`src/rtl/dataout_inject_sched.sv`:
```
// Round-robin injection scheduler: grants N_SRC dataout buffers slots of up to SLOT words into one port.
// Latency: first flit on out_data_o 4 cycles after an accepted start (select, prime, enable, valid+push).
// Backpressure: out_ready_i low stalls the 4-entry FIFO; buffer enables throttle so no word is lost.
//
// Ports:
//   clk_i, rst_ni            clock (rising edge), asynchronous active-low reset
//   start_i, src_mask_i      run request (accepted in IDLE) and the sources to run
//   buf_enable_o             one-hot or zero enable to the dataout buffers
//   buf_dataout_i/_valid_i   buffer words (source i at [i*DW +: DW]) and their strobes
//   out_data_o/_valid_o      FIFO head flit, FIFO non-empty; pops on out_ready_i
//   grant_id_o               currently or last granted source
//   busy_o, all_done_o       run in progress; run complete (level, until next start)
//   err_o                    sticky: stray strobe from a non-granted source or FIFO overflow
module dataout_inject_sched #(
  parameter int N_SRC = 4,
  parameter int DEPTH = 30,
  parameter int SLOT  = 8,
  parameter int DW    = 20,
  localparam int IW   = (N_SRC > 1) ? $clog2(N_SRC) : 1
) (
  input  logic               clk_i,
  input  logic               rst_ni,
  input  logic               start_i,
  input  logic [N_SRC-1:0]   src_mask_i,
  output logic [N_SRC-1:0]   buf_enable_o,
  input  logic [N_SRC*DW-1:0] buf_dataout_i,
  input  logic [N_SRC-1:0]   buf_valid_i,
  output logic [DW-1:0]      out_data_o,
  output logic               out_valid_o,
  input  logic               out_ready_i,
  output logic [IW-1:0]      grant_id_o,
  output logic               busy_o,
  output logic               all_done_o,
  output logic               err_o
);

  localparam int CW = $clog2(DEPTH + 1);
  localparam logic [CW-1:0] SLOT_C  = CW'(SLOT);
  localparam logic [CW-1:0] DEPTH_C = CW'(DEPTH);
  localparam int FD = 4;

  typedef enum logic [2:0] {S_IDLE, S_SELECT, S_RUN, S_DRAIN, S_FLUSH} state_t;

  state_t                      state_q;
  logic [N_SRC-1:0]            pending_q, primed_q;
  logic [N_SRC-1:0][CW-1:0]    sent_q;
  logic [CW-1:0]               issued_q;
  logic [IW-1:0]               grant_q, rr_ptr_q;
  logic                        busy_q, done_q, err_q, inflight_q;
  logic [DW-1:0]               mem_q [FD];
  logic [1:0]                  wr_q, rd_q;
  logic [2:0]                  cnt_q;

  logic [IW-1:0]    sel_d;
  logic             found;
  logic [N_SRC-1:0] grant_oh, pending_d;
  logic [CW-1:0]    cur_sent, sent_d;
  logic             room, en_ok, prod_en, slot_end;
  logic             push, pop, full, overflow, do_push, stray;
  logic [DW-1:0]    cap_dat;

  // First pending source at or after rr_ptr, wrapping.
  always_comb begin
    sel_d = rr_ptr_q;
    found = 1'b0;
    for (int k = 0; k < N_SRC; k++) begin
      if (!found && pending_q[(int'(rr_ptr_q) + k) % N_SRC]) begin
        sel_d = IW'((int'(rr_ptr_q) + k) % N_SRC);
        found = 1'b1;
      end
    end
  end

  assign grant_oh  = N_SRC'(1) << grant_q;
  assign cur_sent  = sent_q[grant_q];
  assign sent_d    = cur_sent + issued_q;
  assign pending_d = (sent_d == DEPTH_C) ? (pending_q & ~grant_oh) : pending_q;
  // Counting the in-flight word keeps total occupancy below FIFO capacity.
  assign room      = (cnt_q + {2'b00, inflight_q}) <= 3'd2;
  assign slot_end  = (issued_q == SLOT_C) || (sent_d == DEPTH_C);
  assign en_ok     = (state_q == S_RUN) && room && (issued_q < SLOT_C) && (sent_d < DEPTH_C);
  // Only an enable to an already-primed buffer yields a word.
  assign prod_en   = en_ok && primed_q[grant_q];

  assign cap_dat   = buf_dataout_i[int'(grant_q)*DW +: DW];
  assign push      = buf_valid_i[grant_q];
  assign stray     = |(buf_valid_i & ~grant_oh);
  assign pop       = out_valid_o && out_ready_i;
  assign full      = (cnt_q == 3'(FD));
  assign overflow  = push && full && !pop;
  assign do_push   = push && !overflow;

  assign buf_enable_o = en_ok ? grant_oh : '0;
  assign out_data_o   = mem_q[rd_q];
  assign out_valid_o  = (cnt_q != 3'd0);
  assign grant_id_o   = grant_q;
  assign busy_o       = busy_q;
  assign all_done_o   = done_q;
  assign err_o        = err_q;

  always_ff @(posedge clk_i or negedge rst_ni) begin
    if (!rst_ni) begin
      state_q    <= S_IDLE;
      pending_q  <= '0;
      primed_q   <= '0;
      sent_q     <= '0;
      issued_q   <= '0;
      grant_q    <= '0;
      rr_ptr_q   <= '0;
      busy_q     <= 1'b0;
      done_q     <= 1'b0;
      err_q      <= 1'b0;
      inflight_q <= 1'b0;
      wr_q       <= '0;
      rd_q       <= '0;
      cnt_q      <= '0;
      for (int i = 0; i < FD; i++) mem_q[i] <= '0;
    end else begin
      // Merge FIFO
      if (do_push) begin
        mem_q[wr_q] <= cap_dat;
        wr_q        <= wr_q + 2'd1;
      end
      if (pop) rd_q <= rd_q + 2'd1;
      case ({do_push, pop})
        2'b10:   cnt_q <= cnt_q + 3'd1;
        2'b01:   cnt_q <= cnt_q - 3'd1;
        default: cnt_q <= cnt_q;
      endcase

      inflight_q <= prod_en;
      if (stray || overflow) err_q <= 1'b1;

      case (state_q)
        S_IDLE: begin
          if (start_i) begin
            pending_q <= src_mask_i;
            if (src_mask_i == '0) begin
              done_q <= 1'b1;
            end else begin
              busy_q  <= 1'b1;
              done_q  <= 1'b0;
              sent_q  <= '0;
              state_q <= S_SELECT;
            end
          end
        end
        S_SELECT: begin
          grant_q  <= sel_d;
          issued_q <= '0;
          state_q  <= S_RUN;
        end
        S_RUN: begin
          if (slot_end) begin
            state_q <= S_DRAIN;
          end else if (en_ok) begin
            if (primed_q[grant_q]) issued_q <= issued_q + CW'(1);
            else                   primed_q[grant_q] <= 1'b1;
          end
        end
        S_DRAIN: begin
          if (!inflight_q) begin
            sent_q[grant_q] <= sent_d;
            rr_ptr_q        <= IW'((int'(grant_q) + 1) % N_SRC);
            pending_q       <= pending_d;
            state_q         <= (pending_d != '0) ? S_SELECT : S_FLUSH;
          end
        end
        S_FLUSH: begin
          if (cnt_q == 3'd0 && !inflight_q) begin
            busy_q  <= 1'b0;
            done_q  <= 1'b1;
            state_q <= S_IDLE;
          end
        end
        default: state_q <= S_IDLE;
      endcase
    end
  end

endmodule
```
`config.mk`:
```
export PLATFORM = sky130hd
export DESIGN_NAME = dataout_inject_sched
export DESIGN_NICKNAME = d
export VERILOG_FILES = /design/src/rtl/dataout_inject_sched.sv
export SDC_FILE = /design/constraint.sdc
export NUM_CORES = 1
export LEC_CHECK = 0
export BUFFER_PORTS_ARGS = -buffer_cell sky130_fd_sc_hd__buf_2
export CAP_MARGIN = 20
export CORE_MARGIN = 4
export CORE_UTILIZATION = 50
export CTS_BUF_LIST = sky130_fd_sc_hd__clkbuf_4
export CTS_CLUSTER_DIAMETER = 80
export DETAILED_ROUTE_END_ITERATION = 10
export PLACE_DENSITY = 0.83
export REMOVE_ABC_BUFFERS = 1
export SYNTH_ARGS = -nofsm -noshare
export SYNTH_HDL_FRONTEND = slang
export SYNTH_SLANG_ARGS = --single-unit
```
`constraint.sdc`:
```
create_clock -name clk_i -period 7.6 [get_ports clk_i]
set_input_delay 1.52 -clock clk_i [delete_from_list [all_inputs] [get_ports clk_i]]
set_output_delay 1.52 -clock clk_i [all_outputs]
set_load 0.05 [all_outputs]
```
## Word level (Yosys, flattened, before mapping)

Index checks and enable logic that the tools add are counted.

| storage, ports and cells | value |
|---|---|
| output and inout port bits | 30 |
| RAM bits | 0 |
| input port bits | 92 |
| bits in registers | 131 |
| latch bits | 0 |
| memories kept | 0 |
| word-level logic and storage cells | 182 |
| memory bits (read-only) | 0 |

| cells by class | value |
|---|---|
| divide/modulo/power cells | 0 |
| $mul | 1 |
| reduce and logical (&&, ||, !) cells | 43 |
| shift-type cells | 2 |
| bitwise operators | 12 |
| muxes and demuxes | 63 |
| add/subtract/negate cells | 11 |
| equal/unequal tests | 17 |
| order comparisons | 12 |

Operators with widths:

| operator | count |
|---|---|
| $mux 20 | 6 |
| $bwmux 80 | 1 |
| $shiftx 80x8->20 | 1 |
| $bmux 20 s2 | 1 |
| $demux 20 s2 | 1 |
| $pmux 20 s2 | 1 |
| $mux 5 | 5 |
| $bwmux 20 | 1 |
| $mux 1 | 19 |
| $mux 3 | 6 |
| $mux 4 | 4 |
| $reduce_and 4->1 | 4 |
| $pmux 3 s5 | 1 |
| $logic_and 1x1->1 | 14 |
| $ne 2x2->1 const B | 7 |
| $bmux 1 s2 | 6 |
| $lt 3x4->1 const B | 3 |
| $bmux 5 s2 | 1 |
| $demux 5 s2 | 1 |
| $pmux 5 s2 | 1 |
| $add 2x1->2 const B | 4 |
| $and 4x4->4 | 2 |
| $pmux 4 s2 | 1 |
| $reduce_bool 2->1 | 4 |
| 43 further kinds | 66 |

## Longest topological paths before layout

Gate-level depths: netlist of run 1.

| depth | value |
|---|---|
| word-level depth | 14 |
| gate-level depth with buffers | 13 |
| gate-level depth less buffers | 10 |

## Worst setup path after synthesis of run 1

OpenSTA, ideal clock, no wires.

| timing | value |
|---|---|
| path kind | reg2out |
| from | register grant_q[0] (netlist: grant_id_o[0]) |
| to | output port buf_enable_o[0] |
| data required time | 6.080 ns |
| stages on the path, launching flop included | 11 |
| arrival | 3.649 ns |
| path buffers | 3 |
| path slack | 2.431 ns |
| path through | dfrtp_1 buf_4 buf_2 mux4_2 ha_1 a21o_1 a21oi_1 xor2_1 clkbuf_1 o31a_1 and3_1 |

| between the ends | value |
|---|---|
| longest elaborated chain between the ends | 6 |
| elaborated cells between the ends (all ways) | 7 |
| those cells by class | 1 x add/sub; 1 x order compare; 1 x shift; 3 x mux; 1 x reduce/logical |

RTL lines:

| item | RTL line | source |
|---|---|---|
| from (decl) | 48 | `logic [IW-1:0] grant_q, rr_ptr_q;` |
| from (signal assigned) | 149 | `grant_q <= sel_d;` |
| $bmux 5 s2 | 75 | `assign cur_sent = sent_q[grant_q];` |
| $mux 5 (implied by the code) | 75 |  |
| $add 5x5->5 | 76 | `assign sent_d = cur_sent + issued_q;` |
| $lt 5x5->1 | 81 | `assign en_ok = (state_q == S_RUN) && room && (issued_q < SLOT_C) && (sent_d < DEPTH_C);` |
| $logic_and 1x1->1 | 81 |  |
| $mux 4 * | 93 | `assign buf_enable_o = en_ok ? grant_oh : '0;` |
| to (decl) | 25 | `output logic [N_SRC-1:0] buf_enable_o,` |

Every way passes the cells marked *; elsewhere a longest branch is shown, timed or not. The select of a mux whose other input is x is not followed.

## Final worst setup path of run 1

| timing | value |
|---|---|
| from | register grant_q[0] (netlist: grant_id_o[0]) |
| to | output port buf_enable_o[3] |

Same word-level chain as after synthesis.

==> results of run 1 <==
## critical path: stages (launching register included)
cell     delay, ns
dfrtp_2       0.46
buf_4         0.50
mux4_2        0.59
ha_1          0.33
a21oi_1       0.17
xor2_1        0.64
o31a_1        0.33
and3_1        0.20
buf_2         0.26
## layout by cell type (no fill, tap or decap), types with 11 or more instances in the layout
cell type	instances
a22o_1	24
mux2_1	81
nand2_1	19
buf_2	120
mux4_2	47
a21oi_1	11
ha_1	17
clkbuf_4	22
dfrtp_1	130
inv_1	18
o21ai_1	14
nor2_1	18
## stage by stage
step | hold slack (ns) | cell area (um^2)
3_5_place_dp | 0.443 | 7490
5_1_grt | 0.490 | 7740
3_3_place_gp | 0.437 | 7490
6_report | 0.471 | 7740
4_1_cts | 0.468 | 7740
2_1_floorplan | 0.423 | 6630
## power groups by stage
| stage | registers (mW) | clock network [mW] | logic (mW) |
|---|---|---|---|
| 4_1_cts | 1.23 | 0.437 | 1.92 |
| 5_1_grt | 1.27 | 0.471 | 2.06 |
| 3_5_place_dp | 1.25 | 0 | 1.92 |
| 2_1_floorplan | 1.25 | 0 | 1.40 |
| 6_report | 1.24 | 0.425 | 1.91 |
| 3_3_place_gp | 1.21 | 0 | 1.86 |
## worst min-delay path by stage
stage | cells after the start | slack [ns] | endpoint
4_1_cts | 1 | 0.47 | primed_q[2]
3_3_place_gp | 1 | 0.44 | primed_q[2]
2_1_floorplan | 1 | 0.42 | primed_q[2]
6_report | 1 | 0.47 | primed_q[2]
5_1_grt | 1 | 0.49 | primed_q[2]
3_5_place_dp | 1 | 0.44 | primed_q[2]
## kinds of logic after synthesis
group | count (synthesis) | share of synthesized area (%)
AOI/OAI and AO/OA | 75 | 8.09
xor gates and xnor gates | 10 | 1.50
and+or+nand+nor | 79 | 5.92
DFF | 131 | 48.5
adders and majority gates | 19 | 3.74
muxes | 128 | 29.1
buffers and inverters | 52 | 3.15
## metal layers
metal | vias up | wire (um)
met5 | - | 0
met2 | 207 | 7540
met3 | 27 | 1200
li1 | 2102 | -
met4 | 0 | 214
met1 | 2379 | 6370
## final cells by class
class	instances	area share [%]
Clock buffer	22	2.13
Timing Repair Buffer	125	8.24
Inverter	22	1.07
Sequential cell	131	42.3
Multi-Input combinational cell	311	42.3
Clock inverter	10	1.11
Tap cell	176	2.84
## sequential cells by signal (all words and copies together), names as in the netlist
register,cells
grant_id_o,2
rd_q,2
mem_q,80
primed_q,4
all_done_o,1
inflight_q,1
pending_q,4
rr_ptr_q,2
busy_o,1
wr_q,2
issued_q,5
sent_q,20
state_q,3
cnt_q,3
err_o,1
==> results by group, run 1 <==
Die
  • Die X: 124 um
  • Core Box Area: 13200 um^2
  • Initial core utilization: 51.1%
  • Die height: 124 um
  • # IOs: 122
  • Die ar.: 15500 um^2
  • # rows: 42

Logic synthesis
  • Post-synth top flop: dfrtp_1
  • Post-synthesis sequential area ratio: 48.5%
  • Area of the mapped netlist: 6760 um^2
  • YS warnings: 0
  • Async set-or-reset flop fraction in the synthesized netlist: 100%
  • Top post-synthesis cells by count: dfrtp_1 (131), mux2_1 (81), mux4_2 (47), a22o_1 (24), nand2_1 (19)
  • Top cell type's share of synthesized area: 48.5%
  • Top-count cell post-synth: dfrtp_1
  • Synth top area cells: dfrtp_1 (48%), mux4_2 (16%), mux2_1 (13%)
  • Synth Register Bits: 131
  • Distinct cells, synth: 51
  • Post-synth EDFFs: 0
  • Syn_area_per_cell: 13.7 um^2
  • Mapped Cells: 494
  • Dominant cell type by area after synthesis: dfrtp_1

Clock network
  • Worst-Skew Late Latency: 0.53 ns
  • H-Tree Depth: 4
  • Clock buffer depth: 2
  • Post-CTS setup repair buffer count: 0
  • Hold-fix buffers at CTS: 0
  • Clock slew at reported path FFs: 0.11 ns
  • Sinks on the clock net: 131
  • CTS tree: yes
  • Post-CTS Resized: 0
  • CTS Root Cell: clkbuf_4
  • Total CTS buffers: 17

Placed design
  • Setup Slack @ Placement: 2.60 ns
  • GPL Wtd Cong: 0.950
  • Dpl cells: 765
  • HPWL after DPL: 10.8 mm
  • IO Port Bufs: 121

Global routing
  • Largest net degree at the start of global routing: 73
  • First-pass GRT wire length: 25.6 mm
  • Met1 Use GR: 26.5%
  • Met3 Track Usage GR: 5.92%
  • Met2 usage: 34.4%
  • GRT overflow: 0
  • Vias in the first global route: 5099
  • Initial antenna violation count: 0
  • GRT Max-Usage Layer: met2
  • GRT Total Usage: 20.5%

Hold path
  • Hold Crit Class: reg2reg
  • Hold Path Origin: primed_q[2]

Cells and area
  • Layout Cells excl Fill: 797
  • Fill count: 1070
  • ANT cells: 0
  • Layout net count: 719
  • Layout cells sized above 1: 33.7%
  • Area of the multi-input gates: 3270 um^2
  • Final Util: 58.5%
  • Register area: 3280 um^2
  • Area Growth Syn to Fin: 14.5%

Setup path
  • R2r startpoint: grant_id_o[0]
  • WP data required: 6.08 ns
  • Crit path arrival time: 4.01 ns
  • Crit path launch: grant_id_o[0]
  • Register-to-register setup slack: 3.93 ns
  • Startpoint Class: flop
  • Crit path capture type: output pin
  • End point of the critical path: buf_enable_o[3]
  • Worst R2R End: issued_q[2]
  • Reg2Reg Depth: 8
  • Critical path class: reg2out
  • Largest fanout on the critical path: 27

Timing
  • Slew @ Worst Pin: 1.05 ns
  • Final hold viol count: 0
  • Relative slew slack: 30.1%
  • F_max: 181 MHz
  • Tmin final: 5.53 ns
  • Unrepaired setup endpoints after global routing: false
  • Final slew viol count: 0
  • Period utilisation layout: 72.7%
  • Final setup margin: 2.07 ns
  • Final Skew: 0.0206 ns
  • Setup Viol. Count Final: 0
  • Total Neg Setup Slack: 0 ns

Power
  • Tot Pwr: 3.57 mW
  • P_int: 1.93 mW
  • Leak pwr: 3.45 nW
  • Combinational Power Share: 53.5%
  • Sequential Power Share: 34.6%
  • Peak supply drop: 0.246 mV
  • Sw Share: 45.9%
  • Clock network power share: 11.9%
  • P per Cell Area: 461 nW/um^2
  • P_sw: 1.64 mW

Drt
  • Initial DRC Count: 370
  • Routed Antenna Nets: 0
  • DR DRC count: 0
  • DR vias/cell: 5.92
  • First-pass DRT Iterations: 6
  • Routed len/inst: 19.2 um
  • Via Count: 4715
  • Final wirelength: 15.3 mm

Outcome
  • Status: finished clean

Job
  • Total of max-cap violations: 0
Power figures use the tool's default switching activity.
==> inputs of run 2 (changes only) <==
--- a/config.mk
+++ b/config.mk
@@ -12,7 +12,7 @@
 export CTS_BUF_LIST = sky130_fd_sc_hd__clkbuf_4
 export CTS_CLUSTER_DIAMETER = 80
 export DETAILED_ROUTE_END_ITERATION = 10
-export PLACE_DENSITY = 0.83
+export PLACE_DENSITY = 0.86
 export REMOVE_ABC_BUFFERS = 1
 export SYNTH_ARGS = -nofsm -noshare
 export SYNTH_HDL_FRONTEND = slang
==> constraint.sdc (replaced) <==
create_clock -name clk_i -period 4.6 [get_ports clk_i]
set_input_delay 0.92 -clock clk_i [delete_from_list [all_inputs] [get_ports clk_i]]
set_output_delay 0.92 -clock clk_i [all_outputs]
set_load 0.05 [all_outputs]
==> run 2 against run 1 <==
Against the previous run:
- cell count grew 1.1%
- clock power grew 100%
- first-iteration DRC count shrank 0.27%
- critical path depth grew 2
- utilization grew 1.2 points
- total power grew 71%
- sequential power grew 65%
- sequential share of layout area shrank 0.88 points
- largest power group unchanged
==> results by group, run 2 (same netlist as run 1, synthesis figures left out) <==
Global routing
  • GRT Total Usage: 21.1%
  • First-pass GRT wire length: 26.4 mm
  • Initial antenna violation count: 0
  • Largest net degree at the start of global routing: 88
  • Vias in the first global route: 5289
  • GRT overflow: 0

Drt
  • Routed Antenna Nets: 0
  • DR DRC count: 0
  • Routed len/inst: 19.3 um
  • Via Count: 4777
  • First-pass DRT Iterations: 6
  • Final wirelength: 15.6 mm
  • DR vias/cell: 5.93
  • Initial DRC Count: 369

Power
  • P per Cell Area: 770 nW/um^2
  • Leak pwr: 3.54 nW
  • Peak supply drop: 0.323 mV

Clock network
  • CTS tree: yes
  • Sinks on the clock net: 131
  • Total CTS buffers: 17
  • Worst-Skew Late Latency: 0.53 ns
  • H-Tree Depth: 4
  • CTS Root Cell: clkbuf_4
  • Hold-fix buffers at CTS: 0
  • Clock slew at reported path FFs: 0.12 ns
  • Clock buffer depth: 2

Cells and area
  • Max reg flops: 80
  • Final Util: 59.7%
  • Area Growth Syn to Fin: 16.9%
  • ANT cells: 0
  • Largest Register: mem_q
  • Layout net count: 729
  • Fill count: 1031
  • Commonest non-fill, non-tap cell in the layout: dfrtp_1
  • Most frequent cells in the layout: dfrtp_1 (130), buf_2 (120), mux2_1 (81)
  • Top flop regs: mem_q x80, sent_q x20, issued_q x5
  • Layout cells sized above 1: 34.9%
  • Layout Cells excl Fill: 806

Die
  • # IOs: 122
  • Die ar.: 15500 um^2
  • # rows: 42
  • Die X: 124 um
  • Die height: 124 um
  • Core Box Area: 13200 um^2
  • Initial core utilization: 51.1%

Setup path
  • Worst R2R End: primed_q[1]
  • Reg2Reg Depth: 11
  • Largest fanout on the critical path: 7
  • Critical path class: reg2out
  • WP data required: 3.68 ns
  • Max incr delay on CP: 0.46 ns
  • Startpoint Class: flop
  • Register-to-register setup slack: 1.36 ns
  • Crit path capture type: output pin
  • Critical-path cell list: buf_4, mux4_2, inv_1, fa_1, nand2b_1, a21oi_1, xnor3_2, o31a_1, and3_1, buf_2
  • Slowest CP cell: dfrtp_2
  • Crit path arrival time: 3.45 ns
  • R2r startpoint: grant_id_o[0]

Timing
  • Final setup margin: 0.228 ns
  • Unrepaired setup endpoints after global routing: false
  • Final hold viol count: 0
  • Final Skew: 0.0182 ns
  • Period utilisation layout: 95.0%
  • Slew @ Worst Pin: 1.06 ns
  • Tmin final: 4.37 ns
  • Relative slew slack: 29.4%
  • Final slew viol count: 0
  • Setup Viol. Count Final: 0
  • F_max: 229 MHz

Job
  • Total of max-cap violations: 0

Placed design
  • Dpl cells: 769
  • HPWL after DPL: 11.3 mm
  • GPL Wtd Cong: 0.957
  • IO Port Bufs: 121
  • Setup Slack @ Placement: 0.549 ns

Outcome
  • Status: finished clean

Hold path
  • Hold Crit Class: in2async
==> run 2: cell count changes in the layout (fill, tap and decap cells not counted), moves of 2 or more <==
cell	change
buf_4	+9
clkbuf_4	-4
bufinv_16	+3
clkinv_4	+2
clkinvlp_4	-2
==> run 2: area by class of cell <==
type | count | area, um^2 | area share, %
clock inverters | 13 | 184 | 2.33
well taps | 176 | 220 | 2.78
multi-input cells | 311 | 3270 | 41.4
repair buffers | 135 | 733 | 9.27
clock buffers | 18 | 135 | 1.71
inverters | 22 | 82.6 | 1.04
flip-flops and latches | 131 | 3280 | 41.5
==> run 2: worst max path at each step <==
| stage | from | end | slack (ns) |
|---|---|---|---|
| finish | grant_id_o[0] | buf_enable_o[3] | 0.23 |
| global placement | grant_id_o[0] | buf_enable_o[1] | 0.64 |
| floorplan | grant_id_o[0] | buf_enable_o[0] | -0.46 |
| detailed placement | grant_id_o[0] | buf_enable_o[3] | 0.55 |
| CTS | grant_id_o[0] | buf_enable_o[3] | 0.10 |
| global route | grant_id_o[0] | buf_enable_o[0] | 0.07 |
==> run 2: per-layer routing <==
layer / up-vias / share of wire, % / GRT usage [%]
li1: 2118 / - / -
met1: 2406 / 42 / 28.2
met2: 225 / 49 / 33.4
met3: 28 / 8.0 / 6.48
met4: 0 / 1.6 / 6.77
met5: - / 0 / 0
==> run 2: where the power goes <==
group | internal, mW | total [mW] | switching (mW)
Sequential | 1.66 | 2.04 | 0.383
Clock | 0.434 | 0.861 | 0.427
Combinational | 1.27 | 3.19 | 1.92
==> run 2: per-stage QoR <==
stage / setup TNS [ns] / hold slack [ns] / cell area, um^2 / total power [mW]
3_3_place_gp: 0 / 0.437 / 7520 / 5.06
5_1_grt: 0 / 0.215 / 7910 / 6.49
3_5_place_dp: 0 / 0.453 / 7520 / 5.25
4_1_cts: 0 / 0.476 / 7870 / 6.13
2_1_floorplan: -1.83 / 0.423 / 6630 / 4.39
6_report: 0 / 0.245 / 7910 / 6.09
==> run 2: repair_timing <==
item                       CTS  global route
buffers inserted             3             2
resized for setup            1             0
setup endpoints to repair    4             4
==> run 2: worst max-delay path: cells and delay by family, from the launching register on <==
kind	cells	cell delay [ns]
buffers and inverters	3	0.44
adder cells (fa/ha/maj)	1	0.42
AO/OA/AOI/OAI	2	0.57
flip-flops	1	0.46
AND/OR/NAND/NOR	2	0.38
XOR/XNOR	1	0.32
multiplexers	1	0.35
